--- src/rtl/mem_arbiter_if.sv ---
// Byte-wide RAM port bundle shared by the IF and MEM requesters.
// The slave modport faces the arbiter; the master modport faces the
// requesters and the RAM. The io_buffer_full signal exists only when
// IO_BUFFER_FULL_EN is defined.
interface mem_arbiter_if #(
  parameter int ADDR_W = 32
);
  logic              if_req;
  logic [ADDR_W-1:0] if_addr;
  logic              if_flush;
  logic              if_done;
  logic [31:0]       if_data;
  logic              mem_req;
  logic              mem_we;
  logic [1:0]        mem_size;
  logic [ADDR_W-1:0] mem_addr;
  logic [31:0]       mem_wdata;
  logic              mem_done;
  logic [31:0]       mem_rdata;
  logic [7:0]        ram_din;
  logic [ADDR_W-1:0] ram_a;
  logic [7:0]        ram_dout;
  logic              ram_wr;
`ifdef IO_BUFFER_FULL_EN
  logic              io_buffer_full;
`endif

  modport slave (
`ifdef IO_BUFFER_FULL_EN
    input  io_buffer_full,
`endif
    input  if_req, if_addr, if_flush,
    output if_done, if_data,
    input  mem_req, mem_we, mem_size, mem_addr, mem_wdata,
    output mem_done, mem_rdata,
    input  ram_din,
    output ram_a, ram_dout, ram_wr
  );

  modport master (
`ifdef IO_BUFFER_FULL_EN
    output io_buffer_full,
`endif
    output if_req, if_addr, if_flush,
    input  if_done, if_data,
    output mem_req, mem_we, mem_size, mem_addr, mem_wdata,
    input  mem_done, mem_rdata,
    output ram_din,
    input  ram_a, ram_dout, ram_wr
  );
endinterface

--- src/rtl/mem_arbiter.sv ---
// mem_arbiter: shares one byte-wide RAM/IO port between instruction fetch
// (IF) and memory access (MEM). Requests of 1/2/4 bytes are split into
// per-byte RAM cycles; read bytes are assembled little-endian and each
// requester gets a one-cycle done pulse. MEM has fixed priority, IF
// fetches can be aborted by if_flush.
// Optional: define IO_BUFFER_FULL_EN to stall stores to the IO window
// (address bits [17:16] == 2'b11) while io_buffer_full is high.
module mem_arbiter #(
  parameter int ADDR_W = 32
) (
  input logic          clk,
  input logic          rst,
  input logic          rdy,
  mem_arbiter_if.slave bus
);

  localparam logic [1:0] S_IDLE   = 2'd0;
  localparam logic [1:0] S_IF_RD  = 2'd1;
  localparam logic [1:0] S_MEM_RD = 2'd2;
  localparam logic [1:0] S_MEM_WR = 2'd3;

  logic [1:0]        state;
  logic [2:0]        cnt;
  logic [2:0]        len;
  logic [2:0]        mem_len;
  logic [ADDR_W-1:0] base;
  logic [31:0]       wdata_q;
  logic [31:0]       buf_q;
  logic [31:0]       rd_next;
  logic [31:0]       if_data_q;
  logic [31:0]       mem_rdata_q;
  logic              if_done_q;
  logic              mem_done_q;
  logic [7:0]        hold_q;
  logic              hold_v;
  logic [7:0]        cap_byte;
  logic [7:0]        dout;
  logic              wr_q;
  logic              stall;
  logic              rd_state;

  assign rd_state = (state == S_IF_RD) || (state == S_MEM_RD);
  assign wr_q     = (state == S_MEM_WR);

`ifdef IO_BUFFER_FULL_EN
  assign stall = wr_q && (base[17:16] == 2'b11) && bus.io_buffer_full;
`else
  assign stall = 1'b0;
`endif

  // Byte count of a MEM request; size 3 behaves as a word.
  always_comb begin
    case (bus.mem_size)
      2'd0:    mem_len = 3'd1;
      2'd1:    mem_len = 3'd2;
      default: mem_len = 3'd4;
    endcase
  end

  // The RAM keeps answering while rdy is low, but ram_a stays parked on the
  // next address, so the byte owed to the transfer is only on ram_din during
  // the first frozen cycle. hold_q keeps it for the resuming edge.
  assign cap_byte = hold_v ? hold_q : bus.ram_din;

  // Read buffer with the byte returned for address cnt-1 merged in.
  always_comb begin
    rd_next = buf_q;
    case (cnt)
      3'd1:    rd_next[7:0]   = cap_byte;
      3'd2:    rd_next[15:8]  = cap_byte;
      3'd3:    rd_next[23:16] = cap_byte;
      3'd4:    rd_next[31:24] = cap_byte;
      default: ;
    endcase
  end

  // Store byte for the current counter position.
  always_comb begin
    case (cnt)
      3'd0:    dout = wdata_q[7:0];
      3'd1:    dout = wdata_q[15:8];
      3'd2:    dout = wdata_q[23:16];
      3'd3:    dout = wdata_q[31:24];
      default: dout = 8'h00;
    endcase
  end

  // Arbitration, byte sequencing, read assembly and done pulses.
  always_ff @(posedge clk or posedge rst) begin
    if (rst) begin
      state       <= S_IDLE;
      cnt         <= '0;
      len         <= '0;
      base        <= '0;
      wdata_q     <= '0;
      buf_q       <= '0;
      if_data_q   <= '0;
      mem_rdata_q <= '0;
      if_done_q   <= 1'b0;
      mem_done_q  <= 1'b0;
      hold_q      <= '0;
      hold_v      <= 1'b0;
    end else if (!rdy) begin
      if (rd_state && !hold_v) begin
        hold_q <= bus.ram_din;
        hold_v <= 1'b1;
      end
    end else begin
      if_done_q  <= 1'b0;
      mem_done_q <= 1'b0;
      hold_v     <= 1'b0;
      case (state)
        S_IDLE: begin
          if (!if_done_q && !mem_done_q) begin
            if (bus.mem_req) begin
              state   <= bus.mem_we ? S_MEM_WR : S_MEM_RD;
              base    <= bus.mem_addr;
              len     <= mem_len;
              wdata_q <= bus.mem_wdata;
              cnt     <= '0;
              buf_q   <= '0;
            end else if (bus.if_req && !bus.if_flush) begin
              state <= S_IF_RD;
              base  <= bus.if_addr;
              len   <= 3'd4;
              cnt   <= '0;
              buf_q <= '0;
            end
          end
        end
        S_IF_RD, S_MEM_RD: begin
          if ((state == S_IF_RD) && bus.if_flush) begin
            state <= S_IDLE;
            cnt   <= '0;
          end else begin
            buf_q <= rd_next;
            if (cnt == len) begin
              state <= S_IDLE;
              cnt   <= '0;
              if (state == S_IF_RD) begin
                if_data_q <= rd_next;
                if_done_q <= 1'b1;
              end else begin
                mem_rdata_q <= rd_next;
                mem_done_q  <= 1'b1;
              end
            end else begin
              cnt <= cnt + 3'd1;
            end
          end
        end
        S_MEM_WR: begin
          if (!stall) begin
            if (cnt == len - 3'd1) begin
              state      <= S_IDLE;
              cnt        <= '0;
              mem_done_q <= 1'b1;
            end else begin
              cnt <= cnt + 3'd1;
            end
          end
        end
        default: state <= S_IDLE;
      endcase
    end
  end

  assign bus.ram_a     = base + ADDR_W'(cnt);
  assign bus.ram_dout  = dout;
  assign bus.ram_wr    = wr_q & rdy & ~stall;
  assign bus.if_done   = if_done_q;
  assign bus.if_data   = if_data_q;
  assign bus.mem_done  = mem_done_q;
  assign bus.mem_rdata = mem_rdata_q;

endmodule

--- src/flat_wrapper.sv ---
// flat-port wrapper written by rule: the top's interface ports become plain ports
module mem_arbiter_flat 
#(
  parameter int ADDR_W = 32
)
  (clk, rst, rdy, bus_if_req, bus_if_addr, bus_if_flush, bus_if_done, bus_if_data, bus_mem_req, bus_mem_we, bus_mem_size, bus_mem_addr, bus_mem_wdata, bus_mem_done, bus_mem_rdata, bus_ram_din, bus_ram_a, bus_ram_dout, bus_ram_wr);
  mem_arbiter_if #(.ADDR_W(ADDR_W)) bus_i ();
  input logic clk;
  input logic rst;
  input logic rdy;
  input wire logic [$bits(bus_i.if_req)-1:0] bus_if_req;
  input wire logic [$bits(bus_i.if_addr)-1:0] bus_if_addr;
  input wire logic [$bits(bus_i.if_flush)-1:0] bus_if_flush;
  output wire logic [$bits(bus_i.if_done)-1:0] bus_if_done;
  output wire logic [$bits(bus_i.if_data)-1:0] bus_if_data;
  input wire logic [$bits(bus_i.mem_req)-1:0] bus_mem_req;
  input wire logic [$bits(bus_i.mem_we)-1:0] bus_mem_we;
  input wire logic [$bits(bus_i.mem_size)-1:0] bus_mem_size;
  input wire logic [$bits(bus_i.mem_addr)-1:0] bus_mem_addr;
  input wire logic [$bits(bus_i.mem_wdata)-1:0] bus_mem_wdata;
  output wire logic [$bits(bus_i.mem_done)-1:0] bus_mem_done;
  output wire logic [$bits(bus_i.mem_rdata)-1:0] bus_mem_rdata;
  input wire logic [$bits(bus_i.ram_din)-1:0] bus_ram_din;
  output wire logic [$bits(bus_i.ram_a)-1:0] bus_ram_a;
  output wire logic [$bits(bus_i.ram_dout)-1:0] bus_ram_dout;
  output wire logic [$bits(bus_i.ram_wr)-1:0] bus_ram_wr;
  assign bus_i.if_req = bus_if_req;
  assign bus_i.if_addr = bus_if_addr;
  assign bus_i.if_flush = bus_if_flush;
  assign bus_if_done = bus_i.if_done;
  assign bus_if_data = bus_i.if_data;
  assign bus_i.mem_req = bus_mem_req;
  assign bus_i.mem_we = bus_mem_we;
  assign bus_i.mem_size = bus_mem_size;
  assign bus_i.mem_addr = bus_mem_addr;
  assign bus_i.mem_wdata = bus_mem_wdata;
  assign bus_mem_done = bus_i.mem_done;
  assign bus_mem_rdata = bus_i.mem_rdata;
  assign bus_i.ram_din = bus_ram_din;
  assign bus_ram_a = bus_i.ram_a;
  assign bus_ram_dout = bus_i.ram_dout;
  assign bus_ram_wr = bus_i.ram_wr;
  mem_arbiter #(.ADDR_W(ADDR_W)) u_core (.clk(clk), .rst(rst), .rdy(rdy), .bus(bus_i));
endmodule
--- config.mk ---
export PLATFORM = sky130hd
export DESIGN_NAME = mem_arbiter_flat
export DESIGN_NICKNAME = d
export VERILOG_FILES = /design/src/rtl/mem_arbiter_if.sv /design/src/rtl/mem_arbiter.sv /design/src/flat_wrapper.sv
export SDC_FILE = /design/constraint.sdc
export NUM_CORES = 1
export LEC_CHECK = 0
export BUFFER_PORTS_ARGS = -buffer_cell sky130_fd_sc_hd__buf_2
export CORE_UTILIZATION = 40
export DETAILED_ROUTE_END_ITERATION = 7
export PLACE_DENSITY = 0.7
export SETUP_SLACK_MARGIN = 0.1
export SYNTH_ARGS = -nofsm -noshare
export SYNTH_HDL_FRONTEND = slang
export SYNTH_SLANG_ARGS = --single-unit
export TNS_END_PERCENT = 20
--- constraint.sdc ---
create_clock -name clk -period 5.37 [get_ports clk]
set_clock_uncertainty 0.1 [all_clocks]
set_input_delay 0.537 -clock clk [delete_from_list [all_inputs] [get_ports clk]]
set_output_delay 0.537 -clock clk [all_outputs]
set_load 0.02 [all_outputs]
==> After elaboration in Yosys (flattened, before gate mapping) <==
Index checks and enable logic that the tools add are counted.
{ "op_classes": {"n_eq_ne": 15, "addsub": 3, "n_reduce_logical": 24, "mux": 42, "bitwise_logic": 4} }
{ "op_table": {"columns": ["operator", "n"], "rows": [
  ["32-bit 2-to-1 mux", 6],
  ["32-bit one-hot mux with 2 select lines", 1],
  ["8-bit 2-to-1 mux", 5],
  ["32-bit by 3-bit adder with 32-bit output", 1],
  ["8-bit one-hot mux with 4 select lines", 1],
  ["3-bit 2-to-1 mux", 8],
  ["5-bit AND reduction", 4],
  ["2-bit 2-to-1 mux", 6],
  ["1-bit 2-to-1 mux", 11],
  ["3-bit one-hot mux with 3 select lines", 1],
  ["4-bit AND reduction", 2],
  ["3-bit by 2-bit == test with 1-bit output (second input constant)", 2],
  ["3-bit == test", 2],
  ["2-bit one-hot mux with 3 select lines", 1],
  ["3-bit one-hot mux with 2 select lines", 1],
  ["2-bit nonzero test", 3],
  ["2-bit by 1-bit == test with 1-bit output (second input constant)", 2],
  ["2-bit == test (second input constant)", 2],
  ["1-bit logical AND", 4],
  ["1-bit zero test", 4],
  ["2-bit zero test", 2],
  ["2-bit inequality test (second input constant)", 2],
  ["3-bit by 1-bit adder with 3-bit output (second input constant)", 1],
  ["3-bit by 1-bit == test with 1-bit output (second input constant)", 1],
  ["13 further kinds", 15]
]} }
{ "totals": {"regBits": 179, "output_inout_bits": 107} }

==> Longest topological paths before layout <==
{ "logic_depth": {"word_depth": 6, "depth_mapped": 9, "mapped_depth_nobuf": 6} }

==> Worst setup path after synthesis <==
No wires, ideal clock.
{ "synth_path": {"kind": "register -> output", "start": "register u_core.cnt[0]", "end": "output bus_ram_a[26]", "path_slack_ns": 2.958, "path_stages_with_launch": 7, "required_ns": 4.733, "t_arrival_ns": 1.775, "cell_sequence": "dfrtp_1 > ha_1 > fa_1 > a21o_1 > clkbuf_1 > nand4b_1 > xnor2_1"} }
{ "synth_between": {"elab_chain_cells": 1} }
{ "synth_lines": {"columns": ["element", "line", "rtl"], "rows": [
  ["from (decl)", "mem_arbiter.sv:23", "logic [2:0] cnt;"],
  ["from (signal assigned)", "mem_arbiter.sv:148", "cnt <= cnt + 3'd1;"],
  ["from (signal assigned)", "mem_arbiter.sv:159", "cnt <= cnt + 3'd1;"],
  ["32-bit by 3-bit adder with 32-bit output", "mem_arbiter.sv:168", "assign bus.ram_a = base + ADDR_W'(cnt);"],
  ["to (decl)", "flat_wrapper.sv:24", "output wire logic [$bits(bus_i.ram_a)-1:0] bus_ram_a;"]
]} }
Every way passes these cells.

==> Worst setup path after layout <==
{ "layout_path": {"start": "register u_core.cnt[2]", "end": "output bus_ram_a[5]"} }
Same word-level chain as after synthesis.

==> metrics.json <==
{
  "floorplan.initialDensity": 0.409,
  "synth.largest_area_cell": "dfrtp_1",
  "ctsLongestPathBuffers": 2,
  "cts-root-buf": "clkbuf_16",
  "io_buffers": 219,
  "die_outline_height_um": 149,
  "place.detailed.hpwl_um": 14600,
  "critical_path.top_delay_family": "flip-flops",
  "cp_cell_sequence": "ha_1 -> a21oi_1 -> nand2_1 -> and3_1 -> xor2_1 -> buf_2",
  "grt_pass1_vias": 6623,
  "number_of_enable_flip_flop_cells_after_synthesis": 0,
  "finalMaxSlewViolations": 0,
  "routed_antenna_nets": 0,
  "dr.first_iter.drc_count": 581,
  "worst_setup_path_class": "register to output pin",
  "run_status": "complete, no violations",
  "grt_start_max_net_pins": 180,
  "switching_portion_of_total_power": 0.412,
  "grt_pass1_wl_um": 34500,
  "netlist_instances": 848,
  "place.gp.congestion": 0.797,
  "intPower_w": 0.00363,
  "setup_viol": 0,
  "ctsHtreeMaxLevel": 4,
  "placeableCoreArea_um2": 21100,
  "cts_hold_buffers": 0,
  "synth_seq_cells": 179,
  "drc": 0,
  "maxSlewHeadroom": 0.163,
  "synth.net_count": 975,
  "capturing_element_type_of_the_critical_path": "output pin",
  "net_count_reported_at_finish": 1166,
  "unrepaired_setup_endpoints_after_global_routing": "false",
  "power.density_cell_area_nw_per_um2": 587,
  "required_ns": 4.73,
  "clock_tree_from_tritoncts": "built",
  "dominantRegCellSynth": "dfrtp_1",
  "synthesis.yosys.warnings": 0,
  "min_path_type": "primary input to asynchronous set/reset pin",
  "async_set_reset_flop_share_out_of_synthesis": 1.00,
  "synth.cells.most_frequent": "179 x dfrtp_1, 134 x nand2_1, 115 x o21ai_0, 54 x nand3_1",
  "synthesis.area_um2": 8630,
  "wire_per_inst_um": 16.1,
  "synth.top_cell.area_share": 0.519,
  "vias": 6950,
  "design.die.area_um2": 22200,
  "detail_route.first_pass.iterations": 5,
  "synth_cell_type_count": 54,
  "cp_data_arrival_time_ns": 2.79,
  "synth-seq-area-share": 0.519,
  "via_per_inst": 5.23,
  "worst_setup_hold_path_clk_slew_ns": 0.07,
  "worst_slew_pin_slew_ns": 1.26,
  "cts_buffers": 17,
  "maxCapViolCount": 0,
  "grt_overflow_total": 0,
  "clock_power_share": 0.209,
  "max_stage_delay_ns": 0.78,
  "max_freq_mhz": 292,
  "pwr-share-comb": 0.407,
  "worstSkewPairLatency_ns": 0.43,
  "report.final.hold_viol_count": 0,
  "top_cells_by_area_synth": "dfrtp_1 52%, o21ai_0 6.7%, nand2_1 5.8%",
  "final.fill_count": 1988,
  "postCtsSetupRepairBufs": 0,
  "buffering_stage_count_on_the_worst_path_with_inverters_included": 1,
  "clock_sink_count": 179,
  "route.final.wire_length_um": 21400,
  "design.portCount": 220,
  "final.min_clock_period_ns": 3.43,
  "critPathMaxFanout": 17,
  "layout_cell_share_with_drive_strength_beyond_1": 0.293,
  "grt_resource_usage_total": 0.199,
  "crit_slowest_cell": "dfrtp_1",
  "worst_ir_drop_vdd_v": 0.000231,
  "synth.avg_cell_area_um2": 10.2,
  "total_power_w": 0.00618,
  "die_width_um": 149,
  "timing.final.crit_share": 0.638,
  "post_cts.resized_instances": 0,
  "floorplan_row_count": 53,
  "initial_antenna_violation_count": 1,
  "setup_total_negative_slack_ns": 0,
  "leakage_power_nw": 5.02,
  "power.net_switching_w": 0.00255,
  "areaGrowthSynthToFinish_pct": 21.9,
  "synth_most_common_cell": "dfrtp_1",
  "critical_path.startpoint_type": "register",
  "share_seq_of_total_power": 0.384
}
-- cells in the final DEF (no fill, tap or decap), types with 2 or more instances in the layout --
master / n
buf_2: 219
dfrtp_1: 179
nand2_1: 134
o21ai_0: 115
nand3_1: 54
mux2_2: 40
mux2i_1: 40
xnor2_1: 30
a21oi_1: 26
nor2_1: 22
inv_1: 20
a22oi_1: 19
o311ai_0: 17
clkbuf_16: 17
nand4_1: 16
ha_1: 13
o2bb2ai_1: 8
buf_4: 6
and3_1: 5
o311ai_1: 5
inv_6: 5
o32ai_1: 4
nor2b_1: 4
xor2_1: 4
a21o_1: 3
and4_1: 3
o41ai_1: 2
a32o_1: 2
nand2b_1: 2
nor3_1: 2
nand4b_1: 2
clkinvlp_4: 2
bufinv_16: 2
clkinv_8: 2
-- power groups by stage --
| stage | Clock, W | Sequential (W) | Combinational [W] |
|---|---|---|---|
| floorplan | 0 | 0.00251 | 0.00160 |
| global placement | 0 | 0.00237 | 0.00247 |
| detailed placement | 0 | 0.00239 | 0.00253 |
| CTS | 0.00133 | 0.00237 | 0.00254 |
| global route | 0.00138 | 0.00246 | 0.00279 |
| finish | 0.00129 | 0.00237 | 0.00251 |
-- cell type report --
| cell class | count | area, µm² | share of cell area |
|---|---|---|---|
| antenna | 1 | 2.50 | 0.000238 |
| timing repair buffer | 226 | 1160 | 0.110 |
| multi-input combinational | 594 | 3840 | 0.365 |
| clock inverter | 13 | 169 | 0.0161 |
| inverter | 21 | 82.6 | 0.00785 |
| tap | 275 | 344 | 0.0327 |
| sequential | 179 | 4480 | 0.426 |
| clock buffer | 19 | 443 | 0.0421 |
-- through the flow --
step           instances  instance area, µm²  worst slack (ns)  hold WS (ns)   util
2_1_floorplan        848                8640              2.44         0.344      -
3_3_place_gp        1295                9910              2.20         0.356  0.470
3_5_place_dp        1295                9910              2.09         0.365  0.470
4_1_cts             1327               10500              1.88         0.221  0.499
5_1_grt             1327               10500              1.73         0.220  0.499
6_report            1328               10500              1.94         0.221  0.499
-- cell families after synthesis --
| kind of cell | Yosys count | synth area share |
|---|---|---|
| and+or+nand+nor | 255 | 0.139 |
| muxes | 80 | 0.0985 |
| AOI/OAI and AO/OA | 210 | 0.149 |
| buffers and inverters | 75 | 0.0365 |
| adders and majority gates | 14 | 0.0212 |
| xor gates and xnor gates | 35 | 0.0372 |
| DFF | 179 | 0.519 |
-- routing by layer --
metal | global-route usage | wire length [µm] | vias up
met5 | 0 | 0 | -
met4 | 0.0485 | 293 | 0
met3 | 0.0492 | 1080 | 19
met2 | 0.317 | 10100 | 197
met1 | 0.269 | 9920 | 3319
li1 | - | - | 3415
-- tightest hold or removal path, cell delays in order --
cell	delay [ns]
buf_2	0.11
clkinvlp_4	0.07
buf_12	0.56
-- registers in the layout, indices dropped and copies added (netlist names) --
register,count
u_core.wdata_q,32
u_core.cnt,3
u_core.state,2
u_core.bus.if_data,32
u_core.bus.mem_done,1
u_core.hold_v,1
u_core.bus.if_done,1
u_core.hold_q,8
u_core.base,32
u_core.len,3
u_core.buf_q,32
u_core.bus.mem_rdata,32
-- path summary, 6_finish.rpt --
kind                                                     from                                  to  slack (ns)  depth (start not counted)
max in group asynchronous                                 rst           u_core.len[0]$_DFFE_PP0P_        4.10                          3
setup reg to reg                  u_core.state[0]$_DFFE_PP0P_        u_core.buf_q[25]$_DFFE_PP0P_        1.99                          6
hold / removal                                            rst         u_core.base[26]$_DFFE_PP0P_        0.22                          3
setup / recovery                    u_core.cnt[2]$_DFFE_PP0P_                        bus_ram_a[5]        1.94                          6
hold reg to reg            u_core.bus.if_data[31]$_DFFE_PP0P_  u_core.bus.if_data[31]$_DFFE_PP0P_        0.38                          2
min in group clk                            bus_mem_wdata[28]      u_core.wdata_q[28]$_DFFE_PP0P_        0.24                          2
(Power assumes the default switching activity.)
